$ cat config.mk
export PLATFORM = sky130hd
export DESIGN_NAME = interval_timer_ctrl_flat
export DESIGN_NICKNAME = d
export VERILOG_FILES = /design/src/rtl/interval_timer_ctrl_if.sv /design/src/rtl/interval_timer_ctrl.sv /design/src/flat_wrapper.sv
export SDC_FILE = /design/constraint.sdc
export NUM_CORES = 1
export LEC_CHECK = 0
export ABC_CLOCK_PERIOD_IN_PS = 2050
export CORE_MARGIN = 3
export CORE_UTILIZATION = 47
export DETAILED_ROUTE_END_ITERATION = 6
export PLACE_DENSITY_LB_ADDON = 0.12
export RECOVER_POWER = 50
export SYNTH_ARGS = -nofsm -noshare
export SYNTH_HDL_FRONTEND = slang
export SYNTH_SLANG_ARGS = --single-unit
$ cat constraint.sdc
create_clock -name clk -period 2.05 [get_ports clk]
set_clock_uncertainty 0.2 [all_clocks]
set_input_delay 0.41 -clock clk [delete_from_list [all_inputs] [get_ports clk]]
set_output_delay 0.41 -clock clk [all_outputs]
set_load 0.1 [all_outputs]
$ cat src/rtl/interval_timer_ctrl_if.sv
// Interval timer control/status bundle.
// master: the register block side; it drives start/stop/hold/mode_periodic/
//         period/prescale/irq_ack and observes count/tick/expired/irq/busy/
//         state/overrun.
// slave:  the timer controller; it takes the controls and drives the status.
interface interval_timer_ctrl_if #(
  parameter int WIDTH   = 8,
  parameter int PRESC_W = 4
);
  logic               start;
  logic               stop;
  logic               hold;
  logic               mode_periodic;
  logic [WIDTH-1:0]   period;
  logic [PRESC_W-1:0] prescale;
  logic               irq_ack;

  logic [WIDTH-1:0]   count;
  logic               tick;
  logic               expired;
  logic               irq;
  logic               busy;
  logic [1:0]         state;
  logic               overrun;

  modport master (
    output start, stop, hold, mode_periodic, period, prescale, irq_ack,
    input  count, tick, expired, irq, busy, state, overrun
  );

  modport slave (
    input  start, stop, hold, mode_periodic, period, prescale, irq_ack,
    output count, tick, expired, irq, busy, state, overrun
  );
endinterface

$ cat src/rtl/interval_timer_ctrl.sv
// Programmable interval timer controller: one-shot/periodic modes, prescaler,
// pause/resume via hold, abort via stop, sticky interrupt.
// Ports:
//   clk  - rising-edge clock
//   rstn - asynchronous active-low reset
//   bus  - interval_timer_ctrl_if.slave: control inputs (start, stop, hold,
//          mode_periodic, period, prescale, irq_ack) and status outputs
//          (count, tick, expired, irq, busy, state, overrun)
// Build option: define INTERVAL_TIMER_OVERRUN_EN to implement the sticky
// overrun flag; otherwise overrun is tied low.
module interval_timer_ctrl #(
  parameter int WIDTH   = 8,
  parameter int PRESC_W = 4
) (
  input  logic                 clk,
  input  logic                 rstn,
  interval_timer_ctrl_if.slave bus
);

  localparam int unsigned NSLICE = WIDTH / 4;

  typedef enum logic [1:0] {
    IDLE   = 2'd0,
    RUN    = 2'd1,
    PAUSED = 2'd2
  } state_t;

  state_t             state_q, state_d;
  logic [WIDTH-1:0]   count_q, count_inc, p_lat;
  logic [PRESC_W-1:0] presc_q, s_lat;
  logic               mode_lat;
  logic               tick, terminal, term_evt;
  logic               expired_q, irq_q;
  logic               load, clear;
  logic [NSLICE:0]    slice_en;

  // Enable chain across 4-bit slices: slice k advances only when tick is high
  // and every lower slice is all-ones.
  always_comb begin
    slice_en    = '0;
    count_inc   = count_q;
    slice_en[0] = tick;
    for (int unsigned k = 0; k < NSLICE; k++) begin
      slice_en[k+1] = slice_en[k] & (&count_q[4*k +: 4]);
      if (slice_en[k])
        count_inc[4*k +: 4] = count_q[4*k +: 4] + 4'd1;
    end
  end

  assign tick     = (state_q == RUN) && !bus.hold && !bus.stop && (presc_q == s_lat);
  assign terminal = (count_q == p_lat - 1'b1);
  assign term_evt = tick && terminal;

  always_ff @(posedge clk or negedge rstn) begin
    if (!rstn) state_q <= IDLE;
    else       state_q <= state_d;
  end

  always_comb begin
    state_d = state_q;
    load    = 1'b0;
    clear   = 1'b0;
    unique case (state_q)
      IDLE: begin
        if (bus.start && !bus.stop && (bus.period != '0)) begin
          state_d = RUN;
          load    = 1'b1;
        end
      end
      RUN: begin
        if (bus.stop) begin
          state_d = IDLE;
          clear   = 1'b1;
        end else if (bus.hold) begin
          state_d = PAUSED;
        end else if (term_evt && !mode_lat) begin
          state_d = IDLE;
        end
      end
      PAUSED: begin
        if (bus.stop) begin
          state_d = IDLE;
          clear   = 1'b1;
        end else if (!bus.hold) begin
          state_d = RUN;
        end
      end
      default: state_d = IDLE;
    endcase
  end

  always_ff @(posedge clk or negedge rstn) begin
    if (!rstn) begin
      count_q   <= '0;
      presc_q   <= '0;
      p_lat     <= '0;
      s_lat     <= '0;
      mode_lat  <= 1'b0;
      expired_q <= 1'b0;
      irq_q     <= 1'b0;
    end else begin
      expired_q <= term_evt;
      if (term_evt)         irq_q <= 1'b1;
      else if (bus.irq_ack) irq_q <= 1'b0;

      if (load) begin
        p_lat    <= bus.period;
        s_lat    <= bus.prescale;
        mode_lat <= bus.mode_periodic;
        count_q  <= '0;
        presc_q  <= '0;
      end else if (clear) begin
        count_q <= '0;
        presc_q <= '0;
      end else if (state_q == RUN && !bus.hold) begin
        presc_q <= (presc_q == s_lat) ? '0 : presc_q + 1'b1;
        if (tick)
          count_q <= terminal ? '0 : count_inc;
      end
    end
  end

`ifdef INTERVAL_TIMER_OVERRUN_EN
  logic overrun_q;

  // Set and clear conditions are mutually exclusive on irq_ack.
  always_ff @(posedge clk or negedge rstn) begin
    if (!rstn)                             overrun_q <= 1'b0;
    else if (term_evt && irq_q && !bus.irq_ack) overrun_q <= 1'b1;
    else if (bus.irq_ack && !irq_q)        overrun_q <= 1'b0;
  end

  assign bus.overrun = overrun_q;
`else
  assign bus.overrun = 1'b0;
`endif

  assign bus.count   = count_q;
  assign bus.tick    = tick;
  assign bus.expired = expired_q;
  assign bus.irq     = irq_q;
  assign bus.busy    = (state_q == RUN) || (state_q == PAUSED);
  assign bus.state   = state_q;

endmodule

$ cat src/flat_wrapper.sv
// flat-port wrapper written by rule: the top's interface ports become plain ports
module interval_timer_ctrl_flat 
#(
  parameter int WIDTH   = 8,
  parameter int PRESC_W = 4
)
  (clk, rstn, bus_start, bus_stop, bus_hold, bus_mode_periodic, bus_period, bus_prescale, bus_irq_ack, bus_count, bus_tick, bus_expired, bus_irq, bus_busy, bus_state, bus_overrun);
  interval_timer_ctrl_if #(.WIDTH(WIDTH), .PRESC_W(PRESC_W)) bus_i ();
  input  logic clk;
  input  logic rstn;
  input wire logic [$bits(bus_i.start)-1:0] bus_start;
  input wire logic [$bits(bus_i.stop)-1:0] bus_stop;
  input wire logic [$bits(bus_i.hold)-1:0] bus_hold;
  input wire logic [$bits(bus_i.mode_periodic)-1:0] bus_mode_periodic;
  input wire logic [$bits(bus_i.period)-1:0] bus_period;
  input wire logic [$bits(bus_i.prescale)-1:0] bus_prescale;
  input wire logic [$bits(bus_i.irq_ack)-1:0] bus_irq_ack;
  output wire logic [$bits(bus_i.count)-1:0] bus_count;
  output wire logic [$bits(bus_i.tick)-1:0] bus_tick;
  output wire logic [$bits(bus_i.expired)-1:0] bus_expired;
  output wire logic [$bits(bus_i.irq)-1:0] bus_irq;
  output wire logic [$bits(bus_i.busy)-1:0] bus_busy;
  output wire logic [$bits(bus_i.state)-1:0] bus_state;
  output wire logic [$bits(bus_i.overrun)-1:0] bus_overrun;
  assign bus_i.start = bus_start;
  assign bus_i.stop = bus_stop;
  assign bus_i.hold = bus_hold;
  assign bus_i.mode_periodic = bus_mode_periodic;
  assign bus_i.period = bus_period;
  assign bus_i.prescale = bus_prescale;
  assign bus_i.irq_ack = bus_irq_ack;
  assign bus_count = bus_i.count;
  assign bus_tick = bus_i.tick;
  assign bus_expired = bus_i.expired;
  assign bus_irq = bus_i.irq;
  assign bus_busy = bus_i.busy;
  assign bus_state = bus_i.state;
  assign bus_overrun = bus_i.overrun;
  interval_timer_ctrl #(.WIDTH(WIDTH), .PRESC_W(PRESC_W)) u_core (.clk(clk), .rstn(rstn), .bus(bus_i));
endmodule
=== Word level (Yosys, flattened, before mapping) ===
Index checks and enable logic that the tools add are counted.

* Bitwise operators: 1
* Equality and inequality tests: 7
* Div/mod/pow operators: 0
* Add/subtract/negate cells: 4
* $lt $le $gt $ge: 0
* Shift operators: 0
* Multiply operators: 0
* Reductions and logical operators: 22
* Multiplexer cells: 23

{| class="wikitable"
|+ Operators with widths
! cell !! number
|-
| two-way mux 8 bit || 5
|-
| two-way mux 4 bit || 5
|-
| adder 4 x 1 -> 4 bit (second input constant) || 3
|-
| two-way mux 2 bit || 6
|-
| equality test 8 bit || 1
|-
| nonzero test 8 bit || 1
|-
| subtractor 8 x 1 -> 8 bit (second input constant) || 1
|-
| logical AND 1 bit || 7
|-
| two-way mux 1 bit || 6
|-
| case mux 2 bit (3 select lines) || 1
|-
| AND reduction 3 bit || 2
|-
| nonzero test 3 bit || 2
|-
| equality test 4 bit || 1
|-
| inequality test 4 x 3 -> 1 bit (second input constant) || 1
|-
| AND reduction 4 bit || 1
|-
| nonzero test 4 bit || 1
|-
| zero test 1 bit || 3
|-
| inequality test 3 bit (second input constant) || 1
|-
| equality test 2 x 1 -> 1 bit (second input constant) || 1
|-
| equality test 2 bit (second input constant) || 1
|-
| zero test 2 bit || 1
|-
| inequality test 2 x 1 -> 1 bit (second input constant) || 1
|-
| AND reduction 2 bit || 1
|-
| nonzero test 2 bit || 1
|-
| 3 further kinds || 3
|}

* Output and inout port bits: 15
* Bits in writable memories: 0
* Memories kept: 0
* Register bits: 29
* Bits in read-only memories: 0
* Latch bits: 0

=== Logic depth before layout (Yosys ltp) ===
Gate-level depths: netlist (run 1).

* Word-level depth: 11
* Depth in mapped cells: 9
* Mapped depth without buffers: 8

=== Worst setup path before layout (run 1) ===
No wires, ideal clock.

* Path kind: register to register
* Start point: reg u_core.state_q[0], in the netlist u_core.bus.state[0]
* End point: reg u_core.count_q[5], in the netlist u_core.bus.count[5]
* Path slack: -0.969 ns
* Setup time: 0.083 ns
* Buffers on the path: 0
* Clock period less this slack: 3.019 ns
* Cell stages (with the launch flop): 8
* Data required time: 1.767 ns
* Arrival time: 2.737 ns
* Cells stage by stage: dfrtp_1 -> ha_1 -> nand2b_1 -> nor2_1 -> nand2_1 -> inv_1 -> nand4_1 -> a31oi_1

* Word-level cells in the longest chain between the ends: 7

{| class="wikitable"
|+ Ends and longest elaborated chain
! what !! line !! RTL
|-
| from (decl) || interval_timer_ctrl.sv:28 || <nowiki>state_t state_q, state_d;</nowiki>
|-
| from (signal assigned) || interval_timer_ctrl.sv:56 || <nowiki>else state_q <= state_d;</nowiki>
|-
| equality test 2 x 1 -> 1 bit * || interval_timer_ctrl.sv:50 || <nowiki>assign tick = (state_q == RUN) && !bus.hold && !bus.stop && (presc_q == s_lat);</nowiki>
|-
| logical AND 1 bit * (3 in series) || interval_timer_ctrl.sv:50 ||
|-
| via bus_tick || flat_wrapper.sv:19 || <nowiki>output wire logic [$bits(bus_i.tick)-1:0] bus_tick;</nowiki>
|-
| bitwise AND 1 bit || interval_timer_ctrl.sv:44 || <nowiki>slice_en[k+1] = slice_en[k] & (&count_q[4*k +: 4]);</nowiki>
|-
| nonzero test 4 bit (no line) || n/a ||
|-
| AND reduction 3 bit (no line) * || n/a ||
|-
| to (signal assigned) || interval_timer_ctrl.sv:118 || <nowiki>count_q <= terminal ? '0 : count_inc;</nowiki>
|-
| to (decl) || interval_timer_ctrl.sv:29 || <nowiki>logic [WIDTH-1:0] count_q, count_inc, p_lat;</nowiki>
|}

The timed path passes the listed nets; every way through them passes the cells marked *.
A chain may end at the register's enable or synchronous reset.

=== Worst setup path in the final report (run 1) ===
* Start point: reg u_core.presc_q[2]
* End point: out bus_tick

* Word-level cells in the longest chain between the ends: 2

{| class="wikitable"
|+ Ends and longest elaborated chain
! what !! line !! RTL
|-
| from (decl) || interval_timer_ctrl.sv:30 || <nowiki>logic [PRESC_W-1:0] presc_q, s_lat;</nowiki>
|-
| from (signal assigned) || interval_timer_ctrl.sv:116 || <nowiki>presc_q <= (presc_q == s_lat) ? '0 : presc_q + 1'b1;</nowiki>
|-
| equality test 4 bit || interval_timer_ctrl.sv:50 ||
|-
| logical AND 1 bit || interval_timer_ctrl.sv:50 ||
|-
| to (decl) || flat_wrapper.sv:19 ||
|}

No other way between the ends.

==> impl_results.md, run 1 <==
- Status: finished with violations
- Failing checks: negative setup slack
- Design Power: 5200 uW
- Asr flop ratio synth: 1.00
- Met2 GRT Util: 0.467
- IO Count: 34
- Placement Setup Slack: -0.350 ns
- Mapped Avg Cell Area: 9.43 sq um
- Cells after Synth: 194
- F_max: 0.426 GHz
- CP arrival: 1.73 ns
- Primary FF master, synth: dfrtp_1
- Worst slew pin tran: 0.727 ns
- Final hold viol count: 0
- P_leak: 0.00132 uW
- Initial antenna violation count: 0
- H-tree depth: 2
- Final worst-path cycle share: 1.14
- Post-synth net total: 221
- Worst Setup EP: bus_tick
- Setup violations, final: 13
- Commonest cells in the netlist: 29 x dfrtp_1, 23 x nand2_1, 13 x mux2_2
- Crit Path Category: reg2out
- Flop-to-flop setup slack: -0.17 ns
- Clk root buf: clkbuf_8
- Die Span X: 68.4 um
- Worst IR Drop VDD: 0.00184 V
- Critical path fanouts, max: 3
- Starting Density: 0.492
- Initial DRC count: 139
- Vias per Instance: 5.62
- Count leader, synth: dfrtp_1
- Setup TNS: -1.85 ns
- Mapped Area: 1830 sq um
- PnR worst setup slack: -0.295 ns
- Pin count of the biggest net entering global routing: 30
- First-pass GRT wire length: 8690 um
- Pre-antenna DRT Iters: 4
- Seq/Total Area, Yosys: 0.397
- DRC viols: 0
- Main area contributors after synthesis: dfrtp_1 40%, mux2_2 8.0%, ha_1 5.5%
- Post-route ant nets: 0
- Unrepaired setup endpoints after global routing: yes
- Min Tclk post-route: 2.34 ns
- Maxcap violations: 0
- Worst-case clock buffer depth: 2
- Later-pin clock latency in the skew report: 0.28 ns
- Top cell type's share of synthesized area: 0.397
- Startpoint Class: flop
- Worst min-delay path category: reg2reg
- Top Usage Layer GRT: met2
- Die extent in y: 68.4 um
- Grt ovf: 0
- Area leader, netlist: dfrtp_1
- ANT cells: 0
- Req. time, crit path: 1.44 ns
- Clock slew at reported path FFs: 0.07 ns
- WHS Path Cells: 1
- Layout cells sized above 1: 0.464
- Fin. max-slew vios: 0
- WL per Instance: 16.7 um
- Final HPWL DP: 3620 um
- Reg2reg end: u_core.bus.count[6]
- CP Launch Point: u_core.presc_q[2]
- Vias in the first global route: 1,899
- Crit end category: primary output
- # port buffers: 32
- #FFs+latches synth: 29
- Vias: 1,820
- Num rows: 22
- Met1 usage: 0.277
- Met3 GRT Util: 0.0558
- NumNets Final: 302
- Layout area overhead: 63.1%
- Post-synth EDFFs: 0
- CTS Buf Count: 5
- Reg2reg start: u_core.p_lat[2]
- CTS tree: done
- Hold slack: 0.331 ns
- GRT Total Usage: 0.251
- Unique masters post-synth: 41
- Placed Cells: 300
- Die ar.: 4680 sq um
- Pwr dens: 1740 nW/um^2
- Worst reg-to-reg path cell count: 7
- RePlAce Congestion: 0.915
- Fin cells: 324
- Slew headroom: 0.515
- Final wirelength: 5420 um
- Synth warn: 0
- Core Area: 3720 sq um
- Clk sink count: 29
## registers in the layout, indices dropped and copies added (netlist names)
name	count
u_core.bus.count	8
u_core.bus.expired	1
u_core.bus.irq	1
u_core.bus.state	2
u_core.mode_lat	1
u_core.p_lat	8
u_core.presc_q	4
u_core.s_lat	4
## through the flow
stage	area [sq um]	utilization
2_1_floorplan	1880	-
4_1_cts	2890	0.778
3_3_place_gp	2590	0.698
6_report	2980	0.803
5_1_grt	2980	0.803
3_5_place_dp	2590	0.698
## where the power goes
part	switching [uW]	internal, uW
clock	216	303
combinational	2050	1570
sequential	227	836
total	2490	2710
## cells by family after synthesis
logic type	count (synthesis)	synth area share
buffers and inverters	18	0.0520
flip-flops	29	0.397
multiplexers	15	0.0910
adder cells (fa/ha/maj)	8	0.0547
XOR/XNOR	11	0.0527
other	1	0.00205
AO/OA/AOI/OAI	31	0.0992
AND/OR/NAND/NOR	81	0.252
## cell usage in the layout, fill, tap and decap left out, types with 2 or more instances in the layout
master	Yosys	layout
o21ai_2	1	2
inv_1	11	9
dfrtp_1	29	22
nand3_2	2	5
o21ai_0	10	5
nor2_1	10	8
a21oi_1	9	3
nand2_1	23	18
clkbuf_8	0	7
buf_12	0	14
dfrtp_2	0	4
nor2b_1	5	3
nand4_1	5	5
dfrtp_4	0	3
xor2_1	4	4
mux2_2	13	13
nor3b_1	2	2
nand2b_1	4	3
buf_4	2	39
clkdlybuf4s50_1	0	17
nor2_4	0	2
a31oi_1	7	7
ha_2	0	2
nand2_2	0	4
nor4_2	2	3
nor3_1	5	5
a21oi_2	0	6
xnor2_1	7	7
and3_1	3	3
o21ai_1	0	4
mux2i_1	2	2
nand3_1	9	5
buf_6	2	8
ha_1	8	5
nand4_4	1	2
## worst max-delay path: stages, from the launching register on
cell and delay (ns):
dfrtp_1 0.41, xor2_1 0.16, nor4_2 0.43, nand2_2 0.14
clkinvlp_4 0.14, buf_12 0.18
## per-layer routing
metal | up-vias | wire (um)
met5 | - | 0
met4 | 0 | 104
met3 | 13 | 252
met2 | 61 | 3000
met1 | 896 | 2050
li1 | 850 | -
## worst min path at each step
stage | start | endpoint | slack (ns)
2_1_floorplan | rstn | u_core.bus.count[0] | -0.09
3_3_place_gp | u_core.mode_lat | u_core.mode_lat | 0.30
6_report | u_core.s_lat[1] | u_core.s_lat[1] | 0.33
3_5_place_dp | u_core.s_lat[1] | u_core.s_lat[1] | 0.31
4_1_cts | u_core.s_lat[1] | u_core.s_lat[1] | 0.33
5_1_grt | u_core.s_lat[1] | u_core.s_lat[1] | 0.35
## final cells by class
class	count	area (sq um)
Clock buffer	7	96.3
Multi-Input combinational cell	148	1190
Clock inverter	1	5.00
Fill cell	218	733
Timing Repair Buffer	80	848
Tap cell	48	60.1
Sequential cell	29	742
Inverter	11	45.0
## repair_timing
action / CTS / global route
setup endpoints to repair: 13 / 23
resized for setup: 25 / 18
gates cloned: 1 / 0
hold buffers: 0 / 0
hold endpoints to repair: 0 / 0
pin swaps: 11 / 12
buffers inserted: 11 / 5
No activity file was read; power rests on OpenSTA's default activity.
==> run 2: changes to the inputs <==
Settings changed: ABC_CLOCK_PERIOD_IN_PS 2050 to 2700, CORE_UTILIZATION 47 to 55, CTS_CLUSTER_SIZE set to 40, SETUP_SLACK_MARGIN set to 0.1.
Clock period 2.05 ns to 2.7 ns, I/O delays scaled along.
==> run 2 against run 1 <==
Effect of this change: the flow now finishes without violations; global-route usage is 2.1 points lower; die area shrank 13%; sequential share of layout area grew 6.9 points; sequential power shrank 18%; power is 42% lower; clock power down 43%; final cell count shrank 13%; count of clock-buffer cells in the layout unchanged; largest cell class unchanged; largest power group unchanged.
==> impl_results.md, run 2 (synthesis gave the netlist of run 1 again) <==
- Worst slew pin tran: 1.17 ns (+0.440 ns)
- Final hold viol count: 0 (unchanged)
- Req. time, crit path: 1.96 ns (+0.52 ns)
- Initial DRC count: 159 (+14%)
- First-pass GRT wire length: 7310 um (-16%)
- Clk sink count: 29 (unchanged)
- Die Span X: 63.7 um (-6.9%)
- Commonest non-fill, non-tap cell in the layout: dfrtp_1
- Design Power: 3030 uW (-42%)
- Hold path start: u_core.mode_lat
- Status: completed
- Critical path's top delay family: buffers and inverters
- CTS Buf Count: 5 (unchanged)
- Vias per Instance: 5.67 (+0.96%)
- WHS Path Cells: 1 (unchanged)
- # port buffers: 32 (unchanged)
- WL per Instance: 15.3 um (-8.6%)
- Filler cells: 249 (+14%)
- CP max stage cell: clkdlybuf4s50_1
- DRC viols: 0 (unchanged)
- Starting Density: 0.590 (+0.0973)
- Worst reg-to-reg path cell count: 8 (+1)
- Area of the multi-input gates: 1040 sq um (-13%)
- Reg2reg start: u_core.p_lat[0]
- Num rows: 20 (-9.1%)
- Setup violations, final: 0 (-13)
- Grt ovf: 0 (unchanged)
- H-tree depth: 2 (unchanged)
- Post-route ant nets: 0 (unchanged)
- CTS tree: done
- F_max: 0.394 GHz
- Crit-path max cell delay: 0.47 ns (+0.04 ns)
- Final HPWL DP: 3250 um (-10%)
- Die extent in y: 63.7 um (-6.9%)
- NumNets Final: 265 (-12%)
- Layout cells sized above 1: 0.251 (-0.213)
- Layout area overhead: 26.3%
- Reg area: 733 sq um (-1.2%)
- Commonest cells after routing, fill and taps aside: 25 x dfrtp_1, 22 x nand2_1, 17 x clkdlybuf4s50_1, 15 x buf_4, 13 x mux2_2
- P_leak: 0.00102 uW (-23%)
- Reg2reg end: u_core.bus.state[1]
- Placement Setup Slack: 0.0788 ns (+0.429 ns)
- Worst IR Drop VDD: 0.00105 V (-43%)
- Clock slew at reported path FFs: 0.09 ns (+0.02 ns)
- Unrepaired setup endpoints after global routing: yes
- Hold Path Sink: u_core.mode_lat
- Pwr dens: 1310 nW/um^2 (-25%)
- ANT cells: 0 (unchanged)
- Placed Cells: 270 (-10%)
- CP arrival: 1.80 ns (+0.07 ns)
- Util after Layout: 0.745 (-0.0579)
- Number of cells on the critical path: 6 (+1)
- PnR worst setup slack: 0.162 ns (+0.457 ns)
- RePlAce Congestion: 0.873 (-4.6%)
- Min Tclk post-route: 2.54 ns
- Maxcap violations: 0 (unchanged)
- Critical path fanouts, max: 4 (+1)
- Clk root buf: clkbuf_4
- Die ar.: 4050 sq um (-13%)
- Worst-path cell chain: clkdlybuf4s50_1, nand2b_1, nor2_4, nand2_2, clkinvlp_4, buf_12
- Slew headroom: 0.225 (-0.290)
- Final wirelength: 4320 um (-20%)
- GRT Total Usage: 0.230 (-0.0208)
- Pin count of the biggest net entering global routing: 17 (-43%)
- Startpoint Class: input port
- Worst min-delay path category: reg2reg
- Worst-case clock buffer depth: 2 (unchanged)
- Vias in the first global route: 1,617 (-15%)
- Vias: 1,605 (-12%)
- Flop-to-flop setup slack: 0.25 ns (+0.42 ns)
- Pre-antenna DRT Iters: 5 (+1)
- Crit Path Category: in2out
- Crit end category: primary output
- Later-pin clock latency in the skew report: 0.32 ns (+0.04 ns)
- IO Count: 34 (unchanged)
- Fin. max-slew vios: 0 (unchanged)
- Initial antenna violation count: 0 (unchanged)
- Fin cells: 283 (-13%)
- Setup TNS: 0 ns (+1.85 ns)
- Final worst-path cycle share: 0.940
- Worst path bufs/invs: 3 (+1)
- Core Area: 3100 sq um (-16%)
[run 2: changes by cell type in the layout (fill, tap and decap cells not counted), sizes merged]
cell	before	now
nand4	7	6
buf	61	18
clkbuf	8	15
[run 2: repair_timing]
| item | in CTS | in global routing |
|---|---|---|
| endpoints found under the setup margin | 2 | 10 |
| gates resized for setup | 1 | 6 |
| buffers inserted | 3 | 2 |
| hold buffers | 0 | 0 |
| pin swaps | 1 | 1 |
[run 2: routing by layer]
metal  GRT usage  part of all wire  vias up
li1            -                 -      772
met2       0.408              0.54       49
met4      0.0674             0.015        0
met3      0.0606             0.045        9
met1       0.271              0.40      775
met5           0                 0        -
[run 2: area by class of cell]
cell class	instances	area share
Multi-Input combinational cell	147	0.448
Sequential cell	29	0.317
Timing Repair Buffer	44	0.161
Clock buffer	7	0.0282
Tap cell	44	0.0238
Inverter	11	0.0195
Clock inverter	1	0.00217
[run 2: worst max-delay path by stage]
stage	startpoint	end
6_report	bus_hold	bus_tick
2_1_floorplan	u_core.bus.state[1]	bus_tick
3_3_place_gp	bus_hold	bus_tick
3_5_place_dp	bus_hold	bus_tick
4_1_cts	u_core.bus.state[1]	bus_tick
5_1_grt	u_core.p_lat[0]	u_core.bus.state[1]
[run 2: worst register-to-register path, cell delays in order, from the launching register on]
cell and delay, ns:
dfrtp_1 0.42, inv_1 0.07, ha_1 0.22, nor2b_2 0.18, or3_1 0.36, a31oi_2 0.26, nand4_4 0.21, o21ai_0 0.27
o21ai_0 0.13
[run 2: metrics by stage]
step,area (sq um),hold slack [ns]
5_1_grt,2310,0.358
3_5_place_dp,2200,0.297
3_3_place_gp,2200,0.295
4_1_cts,2300,0.318
2_1_floorplan,1840,0.0444
6_report,2310,0.315
[run 2: power breakdown]
part           internal (uW)  total [uW]  switching [uW]
Clock                    151         295             144
Combinational            650        1870            1220
Sequential               622         865             243
Total                   1420        3030            1600
